$ cat src/rtl/sd_pkg.sv
// Shared SD-card subsystem definitions: cache geometry and the scanner
// state encoding. Also used by the SD reader and the SD top level.
// No ports.
package sd_pkg;

  localparam int unsigned CACHE_ADDR_W = 8;
  localparam int unsigned CACHE_DATA_W = 16;
  localparam int unsigned CSUM_W       = 16;

  // Scanner FSM encoding (kept as plain constants for the legacy top level)
  localparam logic [2:0] ST_IDLE  = 3'd0;
  localparam logic [2:0] ST_FETCH = 3'd1;
  localparam logic [2:0] ST_WAIT  = 3'd2;
  localparam logic [2:0] ST_LATCH = 3'd3;
  localparam logic [2:0] ST_DWELL = 3'd4;
  localparam logic [2:0] ST_DONE  = 3'd5;

  // Running checksum step, modulo 2^CSUM_W
  function automatic logic [CSUM_W-1:0] csum_add(input logic [CSUM_W-1:0] acc,
                                                 input logic [CSUM_W-1:0] word);
    return acc + word;
  endfunction

endpackage

$ cat src/rtl/sd_cache_scanner_if.sv
// Bundle between the cache scanner and its surroundings: control inputs,
// cache port-B read bus and the LED-driver / checksum outputs.
// Signals:
//   fill_done, manual, step, pause : scan control into the scanner
//   ram_addr / ram_data             : cache port-B read (data 1 clock after addr)
//   disp_data, disp_addr, disp_valid: word currently presented to the LEDs
//   checksum, sum_valid, busy       : pass checksum and scanner status
// Modports: master = environment side, slave = scanner side.
interface sd_cache_scanner_if
  import sd_pkg::*;
#(
  parameter int unsigned ADDR_W = CACHE_ADDR_W,
  parameter int unsigned DATA_W = CACHE_DATA_W
) ();

  logic              fill_done;
  logic              manual;
  logic              step;
  logic              pause;
  logic [ADDR_W-1:0] ram_addr;
  logic [DATA_W-1:0] ram_data;
  logic [DATA_W-1:0] disp_data;
  logic [ADDR_W-1:0] disp_addr;
  logic              disp_valid;
  logic [CSUM_W-1:0] checksum;
  logic              sum_valid;
  logic              busy;

  modport master (
    output fill_done, manual, step, pause, ram_data,
    input  ram_addr, disp_data, disp_addr, disp_valid, checksum, sum_valid, busy
  );

  modport slave (
    input  fill_done, manual, step, pause, ram_data,
    output ram_addr, disp_data, disp_addr, disp_valid, checksum, sum_valid, busy
  );

endinterface

$ cat src/rtl/sd_dwell_timer.sv
// Dwell timing for the cache scanner: counts display clocks in auto mode,
// detects step rising edges for manual mode and gates both with pause.
// Ports:
//   clk50, reset  : board clock, synchronous active-high reset
//   load_i        : restart the dwell count at 0 (asserted in LATCH)
//   run_i         : scanner is in DWELL; counting/advance enabled
//   manual_i      : 1 = advance on step edge, 0 = advance on count expiry
//   step_i        : synchronised, debounced step button level
//   pause_i       : freeze count and suppress advance
//   advance_c_o   : combinational advance request for the current cycle
module sd_dwell_timer #(
  parameter int unsigned DWELL_CYCLES = 50000000
) (
  input  logic clk50,
  input  logic reset,
  input  logic load_i,
  input  logic run_i,
  input  logic manual_i,
  input  logic step_i,
  input  logic pause_i,
  output logic advance_c_o
);

  localparam int unsigned CNT_W = (DWELL_CYCLES > 1) ? $clog2(DWELL_CYCLES) : 1;
  localparam logic [CNT_W-1:0] CNT_LAST = CNT_W'(DWELL_CYCLES - 1);

  logic [CNT_W-1:0] cnt_q, cnt_d;
  logic             step_q;
  logic             step_rise_c;

  // Count / advance decision; a step edge seen while paused is simply lost
  always_comb begin
    cnt_d       = cnt_q;
    advance_c_o = 1'b0;
    step_rise_c = step_i & ~step_q;
    if (load_i) begin
      cnt_d = '0;
    end else if (run_i && !pause_i) begin
      if (manual_i) begin
        advance_c_o = step_rise_c;
      end else if (cnt_q == CNT_LAST) begin
        advance_c_o = 1'b1;
      end else begin
        cnt_d = cnt_q + CNT_W'(1);
      end
    end
  end

  // Counter and step edge register (the latter tracks step every cycle)
  always_ff @(posedge clk50) begin
    if (reset) begin
      cnt_q  <= '0;
      step_q <= 1'b0;
    end else begin
      cnt_q  <= cnt_d;
      step_q <= step_i;
    end
  end

endmodule

$ cat src/rtl/sd_cache_scanner.sv
// Sequential reader of the SD temp cache (port B). After fill_done it walks
// addresses 0..LAST_ADDR, holds each word on the LED driver for a dwell
// period (or until a manual step) and checksums the first pass.
// Ports:
//   clk50, reset : board clock, synchronous active-high reset
//   bus (slave)  : control inputs, cache read bus, display and checksum outputs
module sd_cache_scanner
  import sd_pkg::*;
#(
  parameter int unsigned ADDR_W       = CACHE_ADDR_W,
  parameter int unsigned DATA_W       = CACHE_DATA_W,
  parameter int unsigned LAST_ADDR    = 255,
  parameter int unsigned DWELL_CYCLES = 50000000,
  parameter int unsigned WRAP         = 1
) (
  input  logic         clk50,
  input  logic         reset,
  sd_cache_scanner_if.slave bus
);

  localparam logic [ADDR_W-1:0] ADDR_LAST = ADDR_W'(LAST_ADDR);

  logic [2:0]        state_q, state_d;
  logic [ADDR_W-1:0] addr_q, addr_d;
  logic [CSUM_W-1:0] acc_q, acc_d;
  logic              first_q, first_d;
  logic [ADDR_W-1:0] ram_addr_q, ram_addr_d;
  logic [DATA_W-1:0] disp_data_q, disp_data_d;
  logic [ADDR_W-1:0] disp_addr_q, disp_addr_d;
  logic              disp_valid_q, disp_valid_d;
  logic [CSUM_W-1:0] checksum_q, checksum_d;
  logic              sum_valid_q, sum_valid_d;
  logic              busy_q, busy_d;

  logic              advance_c;
  logic              last_c;
  logic [CSUM_W-1:0] acc_next_c;

  sd_dwell_timer #(
    .DWELL_CYCLES(DWELL_CYCLES)
  ) u_dwell (
    .clk50      (clk50),
    .reset      (reset),
    .load_i     (state_q == ST_LATCH),
    .run_i      (state_q == ST_DWELL),
    .manual_i   (bus.manual),
    .step_i     (bus.step),
    .pause_i    (bus.pause),
    .advance_c_o(advance_c)
  );

  assign last_c     = (addr_q == ADDR_LAST);
  assign acc_next_c = csum_add(acc_q, CSUM_W'(bus.ram_data));

  // Next-state and registered-output logic; fill_done overrides every state
  always_comb begin
    state_d      = state_q;
    addr_d       = addr_q;
    acc_d        = acc_q;
    first_d      = first_q;
    ram_addr_d   = ram_addr_q;
    disp_data_d  = disp_data_q;
    disp_addr_d  = disp_addr_q;
    disp_valid_d = disp_valid_q;
    checksum_d   = checksum_q;
    sum_valid_d  = sum_valid_q;

    if (bus.fill_done) begin
      // Restart: old word stays on display until the next LATCH
      state_d     = ST_FETCH;
      addr_d      = '0;
      acc_d       = '0;
      first_d     = 1'b1;
      sum_valid_d = 1'b0;
    end else begin
      case (state_q)
        ST_IDLE: begin
          ram_addr_d = '0;
        end
        ST_FETCH: begin
          ram_addr_d = addr_q;
          state_d    = ST_WAIT;
        end
        ST_WAIT: begin
          state_d = ST_LATCH;
        end
        ST_LATCH: begin
          disp_data_d  = bus.ram_data;
          disp_addr_d  = addr_q;
          disp_valid_d = 1'b1;
          if (first_q) begin
            acc_d = acc_next_c;
            if (last_c) begin
              checksum_d  = acc_next_c;
              sum_valid_d = 1'b1;
            end
          end
          state_d = ST_DWELL;
        end
        ST_DWELL: begin
          if (advance_c) begin
            if (!last_c) begin
              addr_d  = addr_q + ADDR_W'(1);
              state_d = ST_FETCH;
            end else if (WRAP != 0) begin
              // Later passes only refresh the display, never the checksum
              addr_d  = '0;
              first_d = 1'b0;
              state_d = ST_FETCH;
            end else begin
              state_d = ST_DONE;
            end
          end
        end
        ST_DONE: begin
          state_d = ST_DONE;
        end
        default: begin
          state_d = ST_IDLE;
        end
      endcase
    end

    busy_d = (state_d != ST_IDLE) && (state_d != ST_DONE);
  end

  // State and output registers
  always_ff @(posedge clk50) begin
    if (reset) begin
      state_q      <= ST_IDLE;
      addr_q       <= '0;
      acc_q        <= '0;
      first_q      <= 1'b0;
      ram_addr_q   <= '0;
      disp_data_q  <= '0;
      disp_addr_q  <= '0;
      disp_valid_q <= 1'b0;
      checksum_q   <= '0;
      sum_valid_q  <= 1'b0;
      busy_q       <= 1'b0;
    end else begin
      state_q      <= state_d;
      addr_q       <= addr_d;
      acc_q        <= acc_d;
      first_q      <= first_d;
      ram_addr_q   <= ram_addr_d;
      disp_data_q  <= disp_data_d;
      disp_addr_q  <= disp_addr_d;
      disp_valid_q <= disp_valid_d;
      checksum_q   <= checksum_d;
      sum_valid_q  <= sum_valid_d;
      busy_q       <= busy_d;
    end
  end

  assign bus.ram_addr   = ram_addr_q;
  assign bus.disp_data  = disp_data_q;
  assign bus.disp_addr  = disp_addr_q;
  assign bus.disp_valid = disp_valid_q;
  assign bus.checksum   = checksum_q;
  assign bus.sum_valid  = sum_valid_q;
  assign bus.busy       = busy_q;

endmodule

$ cat src/flat_wrapper.sv
// flat-port wrapper written by rule: the top's interface ports become plain ports
module sd_cache_scanner_flat import sd_pkg::*;
#(
  parameter int unsigned ADDR_W       = CACHE_ADDR_W,
  parameter int unsigned DATA_W       = CACHE_DATA_W,
  parameter int unsigned LAST_ADDR    = 255,
  parameter int unsigned DWELL_CYCLES = 50000000,
  parameter int unsigned WRAP         = 1
)
  (clk50, reset, bus_fill_done, bus_manual, bus_step, bus_pause, bus_ram_data, bus_ram_addr, bus_disp_data, bus_disp_addr, bus_disp_valid, bus_checksum, bus_sum_valid, bus_busy);
  sd_cache_scanner_if #(.ADDR_W(ADDR_W), .DATA_W(DATA_W)) bus_i ();
  input  logic clk50;
  input  logic reset;
  input wire logic [$bits(bus_i.fill_done)-1:0] bus_fill_done;
  input wire logic [$bits(bus_i.manual)-1:0] bus_manual;
  input wire logic [$bits(bus_i.step)-1:0] bus_step;
  input wire logic [$bits(bus_i.pause)-1:0] bus_pause;
  input wire logic [$bits(bus_i.ram_data)-1:0] bus_ram_data;
  output wire logic [$bits(bus_i.ram_addr)-1:0] bus_ram_addr;
  output wire logic [$bits(bus_i.disp_data)-1:0] bus_disp_data;
  output wire logic [$bits(bus_i.disp_addr)-1:0] bus_disp_addr;
  output wire logic [$bits(bus_i.disp_valid)-1:0] bus_disp_valid;
  output wire logic [$bits(bus_i.checksum)-1:0] bus_checksum;
  output wire logic [$bits(bus_i.sum_valid)-1:0] bus_sum_valid;
  output wire logic [$bits(bus_i.busy)-1:0] bus_busy;
  assign bus_i.fill_done = bus_fill_done;
  assign bus_i.manual = bus_manual;
  assign bus_i.step = bus_step;
  assign bus_i.pause = bus_pause;
  assign bus_i.ram_data = bus_ram_data;
  assign bus_ram_addr = bus_i.ram_addr;
  assign bus_disp_data = bus_i.disp_data;
  assign bus_disp_addr = bus_i.disp_addr;
  assign bus_disp_valid = bus_i.disp_valid;
  assign bus_checksum = bus_i.checksum;
  assign bus_sum_valid = bus_i.sum_valid;
  assign bus_busy = bus_i.busy;
  sd_cache_scanner #(.ADDR_W(ADDR_W), .DATA_W(DATA_W), .LAST_ADDR(LAST_ADDR), .DWELL_CYCLES(DWELL_CYCLES), .WRAP(WRAP)) u_core (.clk50(clk50), .reset(reset), .bus(bus_i));
endmodule
$ cat config.mk
export PLATFORM = sky130hd
export DESIGN_NAME = sd_cache_scanner_flat
export DESIGN_NICKNAME = d
export VERILOG_FILES = /design/src/rtl/sd_pkg.sv /design/src/rtl/sd_cache_scanner_if.sv /design/src/rtl/sd_dwell_timer.sv /design/src/rtl/sd_cache_scanner.sv /design/src/flat_wrapper.sv
export SDC_FILE = /design/constraint.sdc
export NUM_CORES = 1
export LEC_CHECK = 0
export BUFFER_PORTS_ARGS = -buffer_cell sky130_fd_sc_hd__buf_2
export CORE_MARGIN = 2
export CORE_UTILIZATION = 40
export CTS_CLUSTER_SIZE = 25
export DETAILED_ROUTE_END_ITERATION = 8
export GPL_TIMING_DRIVEN = 0
export PLACE_DENSITY_LB_ADDON = 0.2
export RECOVER_POWER = 50
export SLEW_MARGIN = 20
export SYNTH_ARGS = -nofsm -noshare
export SYNTH_HDL_FRONTEND = slang
export SYNTH_SLANG_ARGS = --single-unit
$ cat constraint.sdc
create_clock -name clk50 -period 2.5 [get_ports clk50]
set_clock_uncertainty 0.1 [all_clocks]
set_input_delay 0.5 -clock clk50 [delete_from_list [all_inputs] [get_ports clk50]]
set_output_delay 0.5 -clock clk50 [all_outputs]
set_load 0.1 [all_outputs]
### After elaboration in Yosys (flattened, before gate mapping)

Index checks and enable logic that the tools add are counted.

* register bits after elaboration: 106
* input bits: 22
* output and inout bits: 51
* word-level logic and storage cells: 61

* add/subtract/negate cells: 3
* equal/unequal tests: 8
* mux-type cells: 13
* bitwise logic cells: 5
* reduce and logical (&&, ||, !) cells: 19

Operators with widths (count)
* $add 26x1->26 const B: 1
* $eq 26x26->1 const B: 1
* $pmux 3 s6: 1
* $add 16x16->16: 1
* $pmux 8 s2: 1
* $reduce_and 3->1: 3
* $add 8x1->8 const B: 1
* $eq 8x8->1 const B: 1
* $mux 1: 8
* $mux 8: 1
* $reduce_and 2->1: 4
* $reduce_bool 2->1: 4
* $eq 3x2->1 const B: 2
* $eq 3x3->1 const B: 2
* $mux 3: 2
* $not 1->1: 4
* $reduce_and 4->1: 1
* $reduce_or 2->1: 2
* $eq 3x1->1 const B: 1
* $logic_not 3->1: 1
* $ne 3x3->1 const B: 1
* $reduce_bool 3->1: 1
* $logic_and 1x1->1: 2
* $and 1x1->1: 1
* $logic_not 1->1: 1

### Depth between registers and ports, before layout

* word-level depth: 10
* mapped depth: 9
* depth with buffers taken out: 9

### Modules after synthesis

From an unflattened synthesis, not the netlist that was laid out.

* cell total of the unflattened synthesis: 619
* area, all modules: 5099.9 um^2

Modules (own cells, without submodules)
* sd_cache_scanner: instances 1, cells each 450, area each 3631.0 um^2
* sd_dwell_timer: instances 1, cells each 169, area each 1468.9 um^2

### Worst setup path after synthesis

OpenSTA, ideal clock, no wires.

* path kind: input -> register
* start point: input bus_ram_data[8]
* end point: register u_core.checksum_q[15] (netlist: u_core.bus.checksum[15])
* library setup time: 0.091 ns
* arrival: 2.354 ns
* required time: 2.309 ns
* path slack: -0.045 ns
* cell stages on the path: 8
* cells stage by stage: ha_1 -> clkbuf_1 -> nand4_1 -> a21oi_1 -> o41a_1 -> mux2_2 -> or3_1 -> a311oi_1

* longest elaborated chain between the ends: 1

Ends and longest elaborated chain
* start: declaration: RTL line flat_wrapper.sv:18 `input wire logic [$bits(bus_i.ram_data)-1:0] bus_ram_data;`
* $add 16x16->16: RTL line sd_pkg.sv:21 `return acc + word;`
* end signal: assignment: RTL line sd_cache_scanner.sv:150 `checksum_q <= checksum_d;`
* end: declaration: RTL line sd_cache_scanner.sv:31 `logic [CSUM_W-1:0] checksum_q, checksum_d;`

No other way between the ends.
A chain may end at the register's enable or synchronous reset.

### Worst setup path after layout

* start point: register u_core.u_dwell.cnt_q[10]
* end point: register u_core.addr_q[6]

* longest elaborated chain between the ends: 6

Ends and longest elaborated chain
* start: declaration: RTL line sd_dwell_timer.sv:27 `logic [CNT_W-1:0] cnt_q, cnt_d;`
* start signal: assignment: RTL line sd_dwell_timer.sv:55 `cnt_q <= cnt_d;`
* $eq 26x26->1: RTL line sd_dwell_timer.sv:41 `end else if (cnt_q == CNT_LAST) begin`
* $mux 1: RTL line sd_dwell_timer.sv:41
* $mux 1: RTL line sd_dwell_timer.sv:39 `if (manual_i) begin`
* $mux 1: RTL line sd_dwell_timer.sv:38 `end else if (run_i && !pause_i) begin`
* $mux 1: RTL line sd_dwell_timer.sv:36 `if (load_i) begin`
* $reduce_and 2->1 (no line)
* end signal: assignment: RTL line sd_cache_scanner.sv:143 `addr_q <= addr_d;`
* end: declaration: RTL line sd_cache_scanner.sv:24 `logic [ADDR_W-1:0] addr_q, addr_d;`

No other way between the ends.

==> flow_metrics.env <==
export IMPL_status="finished, final reports clean"
export IMPL_num_rows=41
export IMPL_diodes=0
export IMPL_die_area_um2=13500
export IMPL_max_freq_mhz=406
export IMPL_max_slew_margin=0.192
export IMPL_required_ns=2.69
export IMPL_tightest_slew_ns=1.22
export IMPL_die_y_um=116
export IMPL_crit_fanout=4
export IMPL_ys_flop_type="dfxtp_1"
export IMPL_vias_per_cell=5.33
export IMPL_ys_warnings_count=0
export IMPL_antenna_found_initial=0
export IMPL_mostFrequentLayoutCells="nand2_1, dfxtp_1, clkbuf_1, a21oi_1, nor2_1"
export IMPL_cp_cell_sequence="or4_1 -> or4_4 -> nor4_4 -> o21ai_4 -> or3_1 -> a21oi_1"
export IMPL_p_leak_nw=2.16
export IMPL_synth_seq_cells=106
export IMPL_power_density_nw_per_um2=531
export IMPL_finalNetCount=756
export IMPL_dr_total_vias=4764
export IMPL_syn_nets=656
export IMPL_numCtsBuffers=9
export IMPL_place_hpwl_mm=9.70
export IMPL_cts_clk_slew_worst_paths_ns=0.07
export IMPL_hold_class="input pin to flop"
export IMPL_crit_arrival_ns=2.65
export IMPL_cts_tree="yes"
export IMPL_dp_cells=858
export IMPL_htree_num_levels=3
export IMPL_die_x_um=116
export IMPL_rsz0062_at_grt="true"
export IMPL_syn_area_um2=5050
export IMPL_coreArea_um2=12500
export IMPL_area_growth_pct=22.2
export IMPL_fin_cells=893
export IMPL_finalCritPeriodShare=0.985
export IMPL_critPathLaunchType="flop"
export IMPL_criticalPathCategory="flop to flop"
export IMPL_overflow=0
export IMPL_syn_inst=616
export IMPL_syn_area_per_cell_um2=8.20
export IMPL_drt_iter0_markers=248
export IMPL_grt_pass1_wl_mm=21.2
export IMPL_dr_pass1_iters=5
export IMPL_setup_tns_ns=0
export IMPL_drive_above_1_share=0.139
export IMPL_post_route_min_period_ns=2.46
export IMPL_gp_congestion=0.911
export IMPL_endpoint_kind="flop"
export IMPL_synth_edff_count=0
export IMPL_drv_cap=0
export IMPL_routed_wl_mm=13.5
export IMPL_drv_slew=0
export IMPL_cp_slowest_cell="or4_1"
export IMPL_ctsHoldBuffers=0
export IMPL_drc=0
export IMPL_hold_viol_final=0
export IMPL_final_common_cell="nand2_1"
export IMPL_initial_core_util=0.405
export IMPL_ys_types=56
export IMPL_seq_area_frac_synth=0.420
export IMPL_cts_sinks=106
export IMPL_critPathTopFamily="simple AND/OR/NAND/NOR gates"
export IMPL_clock_path_buffers=2
export IMPL_critical_path_buf_inv_count=0
export IMPL_setup_viol=0
export IMPL_grt_usage=0.203
export IMPL_cts_root_buf="clkbuf_16"
export IMPL_grt_pass1_vias=4343
export IMPL_grt_max_degree=18
export IMPL_wl_per_cell_um=15.1
export IMPL_async_reset_ff_frac=0
export IMPL_fin_hold_ws_ns=0.281
export IMPL_ir_worst_vdd_mv=0.657
export IMPL_num_io_pins=73
export IMPL_clk_latency_ns=0.35
export IMPL_slowest_delay_ns=0.51
export IMPL_numPortBuffers=70
export IMPL_ant_nets=0
==> final timing paths <==
kind | start | to | slack, ns | cells past startpoint
setup / recovery | u_core.u_dwell.cnt_q[10] | u_core.addr_q[6] | 0.04 | 6
hold / removal | bus_step | u_core.u_dwell.step_q | 0.28 | 2
setup reg to reg | u_core.u_dwell.cnt_q[10] | u_core.addr_q[6] | 0.04 | 6
hold reg to reg | u_core.bus.disp_data[6] | u_core.bus.disp_data[6] | 0.35 | 2
==> cell usage after synthesis, drive strengths merged (3+ instances only) <==
library cell / count / area, um^2
a211o: 3 / 26.3
a211oi: 7 / 52.6
a21o: 4 / 30.0
a21oi: 68 / 340
a22o: 5 / 43.8
a311oi: 5 / 43.8
a31oi: 4 / 25.0
and2: 5 / 31.3
and3: 5 / 31.3
buf: 8 / 36.3
clkbuf: 26 / 97.6
dfxtp: 106 / 2120
ha: 17 / 213
inv: 12 / 45.0
nand2: 103 / 387
nand3: 29 / 145
nand3b: 7 / 52.6
nand4: 8 / 50.1
nor2: 53 / 199
nor2b: 4 / 25.0
nor3: 18 / 90.1
nor3b: 5 / 37.5
nor4: 10 / 77.6
nor4b: 4 / 50.1
o211ai: 8 / 60.1
o21a: 4 / 31.3
o21ai: 16 / 83.8
o31ai: 6 / 58.8
or2: 3 / 18.8
or3: 11 / 68.8
or4: 4 / 33.8
xnor2: 24 / 210
xor2: 5 / 43.8
==> where the power goes <==
group	leakage [nW]	switching (mW)	internal [mW]
clock	0.138	0.647	0.734
sequential	0.858	0.00358	1.69
combinational	1.17	0.140	0.0573
==> routing by layer <==
layer	global-route usage	wire length, um
met1	0.251	5860
met2	0.342	6520
met3	0.0550	796
met4	0.0675	301
met5	0	0
==> timing repair <==
action,4_1_cts,5_1_grt
gates resized for setup,14,27
endpoints found under the setup margin,42,55
pin swaps,12,14
buffers inserted,12,9
==> worst register-to-register path, delay by kind of cell, from the launching register on <==
kind / cells / cell delay, ns
flops: 1 / 0.32
simple gates: 4 / 1.72
compound gates: 2 / 0.25
==> area by class of cell <==
class	instances	area, um^2
Tap cell	172	215
Inverter	12	45.0
Timing Repair Buffer	91	448
Clock buffer	11	253
Multi-Input combinational cell	464	2890
Buffer	32	148
Sequential cell	106	2130
Clock inverter	5	37.5
Fill cell	1275	6300
==> cells by family (layout without fill, tap and decap cells) <==
| family | Yosys count | count (layout) | share of synthesized area |
|---|---|---|---|
| muxes | 3 | 3 | 0.00644 |
| adders and majority gates | 18 | 18 | 0.0461 |
| xor gates and xnor gates | 29 | 29 | 0.0503 |
| buffers and inverters | 46 | 151 | 0.0354 |
| DFF | 106 | 106 | 0.420 |
| and+or+nand+nor | 274 | 274 | 0.265 |
| AOI/OAI and AO/OA | 140 | 140 | 0.176 |
==> sequential cells by signal, indices dropped and copies added (netlist names), 3 cells and up <==
name                  flops
u_core.u_dwell.cnt_q     26
u_core.bus.disp_addr      8
u_core.bus.checksum      16
u_core.acc_q             16
u_core.bus.disp_data     16
u_core.addr_q             8
u_core.state_q            3
u_core.bus.ram_addr       8
==> metrics by stage <==
stage	total power [mW]	utilization	instance area, um^2	worst slack, ns
after CTS	3.31	0.488	6090	0.00545
final	3.28	0.495	6170	0.0368
after floorplan	1.86	-	5090	0.0113
after detailed placement	1.93	0.454	5660	-0.584
after global placement	1.92	0.453	5650	-0.547
after global routing	3.39	0.495	6170	-0.0499
Note: power is estimated with default switching activity, not from simulation.
